===== config.mk =====
export PLATFORM = sky130hd
export DESIGN_NAME = uart_tx_periph
export DESIGN_NICKNAME = d
export VERILOG_FILES = /design/src/rtl/uart_tx_periph.sv
export SDC_FILE = /design/constraint.sdc
export NUM_CORES = 1
export LEC_CHECK = 0
export BUFFER_PORTS_ARGS = -buffer_cell sky130_fd_sc_hd__buf_2
export CELL_PAD_IN_SITES_DETAIL_PLACEMENT = 1
export CELL_PAD_IN_SITES_GLOBAL_PLACEMENT = 1
export CORE_ASPECT_RATIO = 0.7
export CORE_UTILIZATION = 42
export DETAILED_ROUTE_END_ITERATION = 6
export HOLD_SLACK_MARGIN = 0.05
export MAX_ROUTING_LAYER = met4
export PLACE_DENSITY = 0.89
export SETUP_SLACK_MARGIN = 0.05
export SYNTH_ARGS = -nofsm -noshare
export SYNTH_HDL_FRONTEND = slang
export SYNTH_SLANG_ARGS = --single-unit

===== constraint.sdc =====
create_clock -name clk -period 4.2 [get_ports clk]
set_clock_uncertainty 0.15 [all_clocks]
set_input_delay 0.21 -clock clk [delete_from_list [all_inputs] [get_ports clk]]
set_output_delay 0.21 -clock clk [all_outputs]
set_load 0.01 [all_outputs]

===== src/rtl/uart_tx_periph.sv =====
// ---------------------------------------------------------------------------
// uart_tx_periph
//   Memory-mapped 8N1 UART transmitter. CPU stores to DATA push bytes into a
//   small circular FIFO; a bit-timer FSM pops them and shifts them out LSB
//   first on tx. Firmware polls STATUS before writing.
//
//   Register map (addr[3:2]):
//     0 DATA     W: push wdata[7:0]            R: 0
//     1 STATUS   R: [0] busy [1] full [2] empty [3] overflow [7:4] count
//                W: any write clears overflow
//     2 DIVISOR  R/W [15:0] clocks per bit (0 and 1 stored as 2)
//     3 reserved R: 0, W: ignored
//
// Ports
//   clk     system clock
//   resetn  asynchronous active-low reset
//   sel     peripheral selected by SoC address decode
//   addr    byte address, only addr[3:2] decoded
//   ren     read strobe (qualified with sel)
//   rdata   registered read data
//   wen     write strobe (qualified with sel)
//   wdata   write data
//   wsize   store size, unused
//   tx      serial output, idle high
//
// FSM states
//   state   | meaning
//   --------+--------------------------------------------------------
//   S_IDLE  | line idle high, waiting for FIFO data
//   S_START | start bit (low) for one bit time
//   S_DATA  | eight data bits, LSB first, bit_idx selects position
//   S_STOP  | stop bit (high); chains straight into next START if data
// ---------------------------------------------------------------------------
module uart_tx_periph #(
  parameter int DIV_RESET = 16,
  parameter int FIFO_AW   = 3
) (
  input  logic        clk,
  input  logic        resetn,
  input  logic        sel,
  input  logic [31:0] addr,
  input  logic        ren,
  output logic [31:0] rdata,
  input  logic        wen,
  input  logic [31:0] wdata,
  input  logic [1:0]  wsize,
  output logic        tx
);

  localparam int DEPTH = 1 << FIFO_AW;

  typedef enum logic [1:0] {S_IDLE, S_START, S_DATA, S_STOP} state_t;

  // Bits of the bus that carry no meaning for this block.
  logic unused_bus;
  assign unused_bus = ^{addr[31:4], addr[1:0], wsize, wdata[31:16]};

  // -------------------------------------------------------------------------
  // Bus decode
  // -------------------------------------------------------------------------
  logic       wr_en;
  logic       rd_en;
  logic [1:0] reg_sel;
  logic       push_req;

  assign wr_en    = sel & wen;
  assign rd_en    = sel & ren;
  assign reg_sel  = addr[3:2];
  assign push_req = wr_en && (reg_sel == 2'd0);

  // -------------------------------------------------------------------------
  // FIFO
  // -------------------------------------------------------------------------
  logic [7:0]         fifo_mem [DEPTH];
  logic [FIFO_AW-1:0] wr_ptr;
  logic [FIFO_AW-1:0] rd_ptr;
  logic [FIFO_AW:0]   count;
  logic               full;
  logic               empty;
  logic               push;
  logic               pop;

  assign full  = (count == (FIFO_AW+1)'(DEPTH));
  assign empty = (count == '0);
  // A pop on the same edge frees the slot, so a push into a full FIFO is
  // accepted in that case. When full, wr_ptr == rd_ptr: the pop reads the
  // old head while the push overwrites that slot.
  assign push  = push_req && (!full || pop);

  always_ff @(posedge clk) begin
    if (push) begin
      fifo_mem[wr_ptr] <= wdata[7:0];
    end
  end

  always_ff @(posedge clk or negedge resetn) begin
    if (!resetn) begin
      wr_ptr <= '0;
      rd_ptr <= '0;
      count  <= '0;
    end else begin
      if (push) wr_ptr <= wr_ptr + 1'b1;
      if (pop)  rd_ptr <= rd_ptr + 1'b1;
      case ({push, pop})
        2'b10:   count <= count + 1'b1;
        2'b01:   count <= count - 1'b1;
        default: count <= count;
      endcase
    end
  end

  // -------------------------------------------------------------------------
  // Control registers
  // -------------------------------------------------------------------------
  logic [15:0] divisor;
  logic        overflow;

  always_ff @(posedge clk or negedge resetn) begin
    if (!resetn) begin
      divisor  <= 16'(DIV_RESET);
      overflow <= 1'b0;
    end else begin
      if (wr_en && (reg_sel == 2'd2)) begin
        divisor <= (wdata[15:0] < 16'd2) ? 16'd2 : wdata[15:0];
      end
      if (wr_en && (reg_sel == 2'd1)) begin
        overflow <= 1'b0;
      end else if (push_req && full && !pop) begin
        overflow <= 1'b1;
      end
    end
  end

  // -------------------------------------------------------------------------
  // Transmit FSM
  // -------------------------------------------------------------------------
  state_t      state;
  state_t      state_nxt;
  logic [15:0] timer;
  logic [15:0] div_frame;   // divisor captured at frame start
  logic [7:0]  shift;
  logic [2:0]  bit_idx;
  logic        tc;
  logic        tx_nxt;

  assign tc = (timer == 16'd0);

  always_ff @(posedge clk or negedge resetn) begin
    if (!resetn) state <= S_IDLE;
    else         state <= state_nxt;
  end

  always_comb begin
    state_nxt = state;
    case (state)
      S_IDLE:  if (!empty) state_nxt = S_START;
      S_START: if (tc) state_nxt = S_DATA;
      S_DATA:  if (tc && (bit_idx == 3'd7)) state_nxt = S_STOP;
      S_STOP:  if (tc) state_nxt = empty ? S_IDLE : S_START;
      default: state_nxt = S_IDLE;
    endcase
  end

  always_comb begin
    pop    = 1'b0;
    tx_nxt = tx;
    case (state)
      S_IDLE: begin
        tx_nxt = 1'b1;
        if (!empty) begin
          pop    = 1'b1;
          tx_nxt = 1'b0;
        end
      end
      S_START: if (tc) tx_nxt = shift[0];
      S_DATA:  if (tc) tx_nxt = (bit_idx == 3'd7) ? 1'b1 : shift[1];
      S_STOP: begin
        if (tc && !empty) begin
          pop    = 1'b1;
          tx_nxt = 1'b0;
        end
      end
      default: tx_nxt = 1'b1;
    endcase
  end

  always_ff @(posedge clk or negedge resetn) begin
    if (!resetn) begin
      tx        <= 1'b1;
      timer     <= '0;
      div_frame <= '0;
      shift     <= '0;
      bit_idx   <= '0;
    end else begin
      tx <= tx_nxt;
      if (pop) begin
        shift     <= fifo_mem[rd_ptr];
        div_frame <= divisor;
        timer     <= divisor - 16'd1;
        bit_idx   <= '0;
      end else if (state != S_IDLE) begin
        if (tc) begin
          timer <= div_frame - 16'd1;
          if (state == S_DATA) begin
            shift   <= shift >> 1;
            bit_idx <= bit_idx + 3'd1;
          end
        end else begin
          timer <= timer - 16'd1;
        end
      end
    end
  end

  // -------------------------------------------------------------------------
  // Read path
  // -------------------------------------------------------------------------
  logic [3:0]  count_disp;
  logic [31:0] rd_mux;

  always_comb begin
    count_disp = 4'hF;
    if (32'(count) < 32'd16) count_disp = 4'(count);
  end

  always_comb begin
    rd_mux = '0;
    case (reg_sel)
      2'd1:    rd_mux = {24'd0, count_disp, overflow, empty, full, state != S_IDLE};
      2'd2:    rd_mux = {16'd0, divisor};
      default: rd_mux = '0;
    endcase
  end

  always_ff @(posedge clk or negedge resetn) begin
    if (!resetn)    rdata <= '0;
    else if (rd_en) rdata <= rd_mux;
  end

endmodule


# [After elaboration in Yosys (flattened, before gate mapping)]
# Memory sizes are Yosys's and may differ from the RTL's.
# Index checks and enable logic that the tools add are counted.
[totals] mem_bits_rw=64 out_inout_bits=33 mem_count=1 regBits=105 elab_cells=97
[mem_list] name="fifo_mem" words=8 width=8 rd=1 rd_clocked_by_memory_dff=0 write_ports=1 line_no="74" text="logic [7:0] fifo_mem [DEPTH];"
[op_classes] bitwise=2 eq_ne=15 reduce_logical=25 n_mux=33 add_sub_neg=8 magnitude_cmp=1
[ops] operator="2-to-1 mux 16 bit" count=4
[ops] operator="subtractor 16 x 1 -> 16 bit, second input constant" count=3
[ops] operator="2-to-1 mux 8 bit" count=4
[ops] operator="one-hot mux 16 bit (2 select lines)" count=1
[ops] operator="zero test 16 bit" count=1
[ops] operator="less-than comparator 16 x 2 -> 1 bit, second input constant" count=1
[ops] operator="2-to-1 mux 1 bit" count=12
[ops] operator="2-to-1 mux 3 bit" count=4
[ops] operator="inequality test 2 bit, second input constant" count=6
[ops] operator="nonzero test 2 bit" count=6
[ops] operator="adder 3 x 1 -> 3 bit, second input constant" count=3
[ops] operator="equality test 2 bit, second input constant" count=4
[ops] operator="logical AND 1 bit" count=8
[ops] operator="2-to-1 mux 2 bit" count=4
[ops] operator="one-hot mux 2 bit (4 select lines)" count=1
[ops] operator="one-hot mux 4 bit (2 select lines)" count=1
[ops] operator="equality test 2 x 1 -> 1 bit, second input constant" count=3
[ops] operator="AND reduction 3 bit" count=2
[ops] operator="adder 4 x 1 -> 4 bit, second input constant" count=1
[ops] operator="equality test 4 bit, second input constant" count=1
[ops] operator="zero test 2 bit" count=2
[ops] operator="zero test 4 bit" count=1
[ops] operator="one-hot mux 1 bit (4 select lines)" count=1
[ops] operator="AND reduction 4 bit" count=1
[ops] operator="6 further kinds" count=9

# [Depth between registers and ports, before layout]
[depth] word_depth=9 mapped_depth=19 mapped_depth_nobuf=16

# [Worst setup path after synthesis]
# Ideal clock, no wire load.
[synth_timing] kind="register -> register" from="register count[3]" to="register timer[14]" t_arrival_ps=3915 setup_time_ps=137 stages_incl_launch_ff=18 path_slack_ps=-2 cell_sequence="dfrtp_1 > buf_6 > nor4_4 > nor3b_2 > a31oi_4 > inv_4 > buf_4 > buf_6 > buf_2 > a21oi_1 > ha_1 > or3b_1 > or3_1 > or4_1 > o22ai_1 > nand4_1 > xnor2_1 > a21oi_1"
[synth_via] elab_chain_cells=6
[synth_lines] element="from (decl)" line_no="77" text="logic [FIFO_AW:0] count;"
[synth_lines] element="from (signal assigned)" line_no="105" text="2'b10: count <= count + 1'b1;"
[synth_lines] element="from (signal assigned)" line_no="106" text="2'b01: count <= count - 1'b1;"
[synth_lines] element="from (signal assigned)" line_no="107" text="default: count <= count;"
[synth_lines] element="zero test 4 bit *" line_no="84" text="assign empty = (count == '0);"
[synth_lines] element="zero test 1 bit" line_no="178" text="if (tc && !empty) begin"
[synth_lines] element="logical AND 1 bit" line_no="178"
[synth_lines] element="2-to-1 mux 1 bit" line_no="178"
[synth_lines] element="one-hot mux 1 bit (2 select lines) *" line_no="167" text="case (state)"
[synth_lines] element="via pop" line_no="81" text="logic pop;"
[synth_lines] element="2-to-1 mux 16 bit / nonzero test 2 bit (equally long branches)"
[synth_lines] element="to (signal assigned)" line_no="199" text="timer <= divisor - 16'd1;"
[synth_lines] element="to (signal assigned)" line_no="203" text="timer <= div_frame - 16'd1;"
[synth_lines] element="to (signal assigned)" line_no="209" text="timer <= timer - 16'd1;"
[synth_lines] element="to (decl)" line_no="139" text="logic [15:0] timer;"
# The timed path passes the listed nets; every way through them passes the cells marked *.
# A chain may end at the register's enable or synchronous reset.

# [Final worst setup path]
[layout_timing] from="register timer[0]" to="register timer[14]"
[layout_via] elab_chain_cells=5
[layout_lines] element="branches (longest 5 deep; another with subtractor 16 x 1 -> 16 bit)"
# Parallel ways; which one is timed is not known. The select of a mux whose other input is x is not followed.

==> metrics <==
WL/cell 24.83 um; FF-to-FF Start timer[0]; Hold Path End rdata[7]; Final setup viols 0; n_diodes 0; dominant delay contributor by cell family on the critical path simple AND/OR/NAND/NOR gates; utilization after layout 0.5141; core area 0.01727 sq mm; clock sink count 153; worst min-delay path class in -> reg; Buf/Inv on CP 2; Crit. End Element flop; slowest stage cell, crit path nor3_1; MaxCap Viol Count 0; vias per inst 6.161; crit-path max FO 8; Total GRT Usage 0.2574; CTS tree built; gpl congestion 0.8944; CP Class reg -> reg; final period utilization 0.9861; DP HPWL 13,550 um; syn avg cell area 11.76 sq um; Crit. Startpoint timer[0]; Pwr Density 734.4 mW/mm^2; Setup crit start kind flop; dpl cells 891; Worst slew margin 0.3564; register area share after synthesis 0.5551; count of pins over their slew limit 0; antenna-violating nets left 0; Initial Utilization 0.4331; Die Ht 113.6 um; layout overhead on the synthesized area 18.69%; Post-synth ARST share 0.5817; reg2reg setup slack 0.06 ns; first-pass GRT wire length 34,160 um; clk buf depth 2; final hold violations 0; nets@finish 797; clk_lat worst skew 0.44 ns; Root Driver clkbuf_16; fmax 241.5 MHz; final cell count without fillers 954; Cell variety after synth 65; hold_sp ren; Critical Path Max Stage Delay 0.48 ns; DR pass1 iterations 5; VDD IR max 0.3609 mV; YS warnings 0; layout cells sized above 1 0.2379; worst path arrival time 4.35 ns; Total Power 0.006518 W; GR Overflow Total 0; H-tree depth 4; R2R depth 14; status completed; worst endpoint required time 4.41 ns; Design Area, Final 0.008876 sq mm; Port Buffers 39; row cnt 40; Post-synth EDFFs 64; initial antenna violation count 0; Period minus WS final 4.142 ns; Synth Instances 636; Top Ports 104; largest net degree at the start of global routing 53; crit path cell chain nor3_1 -> and2_1 -> a31oi_4 -> clkinv_4 -> buf_4 -> o21a_1 -> ha_2 -> or3b_4 -> or3_4 -> or4_4 -> o22ai_4 -> nand4_1 -> xnor2_1 -> a21oi_1; Hold Path Stages 3; final wirelength 23,690 um; placed cell area 0.007859 sq mm; Iter 0 DRT Violations 643; mapped cell area 0.007478 sq mm; drt drc 0; CTS buffer count 17; Yosys reg bits 153; most used flip-flop cell after synthesis dfrtp_1; number of global-route vias before repair 5,996; die area 0.01835 sq mm; Worst-Margin Slew 0.9619 ns; Crit Reg-Reg Endpoint timer[14]; Die W 161.5 um; clock slew at reported path FFs 0.07 ns; leakage power 3.567 nW; total number of vias 5,878
==> layout by cell type (no fill, tap or decap), types with 6 or more instances in the layout <==
| master | synthesis | final |
|---|---|---|
| a211oi_1 | 9 | 9 |
| a21oi_1 | 28 | 27 |
| a22oi_1 | 12 | 12 |
| buf_2 | 8 | 38 |
| buf_4 | 18 | 27 |
| clkbuf_16 | 0 | 17 |
| conb_1 | 1 | 16 |
| dfrtp_1 | 87 | 83 |
| dlygate4sd3_1 | 0 | 19 |
| edfxtp_1 | 64 | 64 |
| ha_1 | 16 | 14 |
| inv_1 | 11 | 10 |
| mux2_2 | 18 | 18 |
| mux2i_1 | 19 | 19 |
| mux4_2 | 16 | 16 |
| nand2_1 | 106 | 106 |
| nand2b_1 | 6 | 6 |
| nand3_1 | 9 | 9 |
| nor2_1 | 35 | 35 |
| nor2b_1 | 7 | 7 |
| nor3_1 | 13 | 10 |
| nor4_1 | 7 | 6 |
| o21ai_0 | 28 | 28 |
| xnor2_1 | 12 | 12 |
| xor2_1 | 9 | 8 |
==> metrics by stage <==
step	setup TNS [ns]	hold WS, ns	setup WS (ns)
floorplan	0	-0.2356	0.03693
global placement	0	0.1247	0.1605
detailed placement	-0.3637	0.1387	-0.04001
CTS	0	0.1108	0.08745
global route	-0.08787	0.1417	-0.05291
finish	0	0.1078	0.05849
==> area by class of cell <==
class                   count  area [sq um]
flip-flops and latches    153          4156
inverters                  12         50.05
repair buffers             85         594.3
clock buffers              18         429.2
fillers                  1792          8391
well taps                 231         289.0
multi-input cells         441          3147
clock inverters            14         210.2
==> state kept, by name, summed over array words and instances, names as in the netlist <==
name	flops
divisor	16
tx	1
state	2
timer	16
div_frame	16
wr_ptr	3
bit_idx	3
overflow	1
fifo_mem	64
shift	8
rdata	16
rd_ptr	3
count	4
==> tightest hold or removal path: cells and delay by family <==
kind,cells,cell delay [ns]
buffers and inverters,1,0.10
AND/OR/NAND/NOR,1,0.22
AO/OA/AOI/OAI,1,0.12
==> worst max-delay path by stage <==
stage,cells past startpoint,slack (ns),endpoint
2_1_floorplan,17,0.04,timer[14]
3_3_place_gp,15,0.16,timer[14]
3_5_place_dp,9,-0.04,fifo_mem[0][2]
4_1_cts,14,0.09,timer[10]
5_1_grt,15,-0.05,timer[14]
6_report,14,0.06,timer[14]
==> kinds of logic after synthesis <==
group                      share of synthesized area
and+or+nand+nor                               0.1382
other                                      0.0005014
xor gates and xnor gates                     0.02459
adders and majority gates                    0.02677
AOI/OAI and AO/OA                             0.1046
DFF                                           0.5551
buffers and inverters                        0.04568
muxes                                         0.1046
==> where the power goes <==
group	switching [W]	internal, W
registers	0.000495	0.00189
logic	0.00140	0.00104
clock network	0.000682	0.00101
==> timing repair <==
action / 4_1_cts / 5_1_grt
hold buffers: 19 / 0
endpoints found under the setup margin: 19 / 3
gates resized for setup: 4 / 16
setup buffers: 1 / 11
pin swaps: 2 / 10
hold endpoints to repair: 128 / 0
==> layer usage <==
layer,track usage,wire length (um)
met5,-,0
met4,0.1170,986
met3,0.06073,1694
met2,0.3945,11410
met1,0.3262,9599
==> Yosys cell counts, types with 6 or more instances <==
cell type,count,area share
nor3_1,13,0.0087
ha_1,16,0.027
nor2b_1,7,0.0059
o21ai_0,28,0.019
inv_1,11,0.0055
nand2b_1,6,0.0050
mux2_2,18,0.027
buf_4,18,0.018
or3_1,6,0.0050
a211oi_1,9,0.0090
nor4_1,7,0.0059
a21oi_1,28,0.019
a22oi_1,12,0.012
clkbuf_1,13,0.0065
nand2_1,106,0.053
nor2_1,35,0.018
edfxtp_1,64,0.26
mux2i_1,19,0.025
nand3_1,9,0.0060
xor2_1,9,0.011
mux4_2,16,0.048
buf_2,8,0.0054
xnor2_1,12,0.014
dfrtp_1,87,0.29
Power figures use the tool's default switching activity.
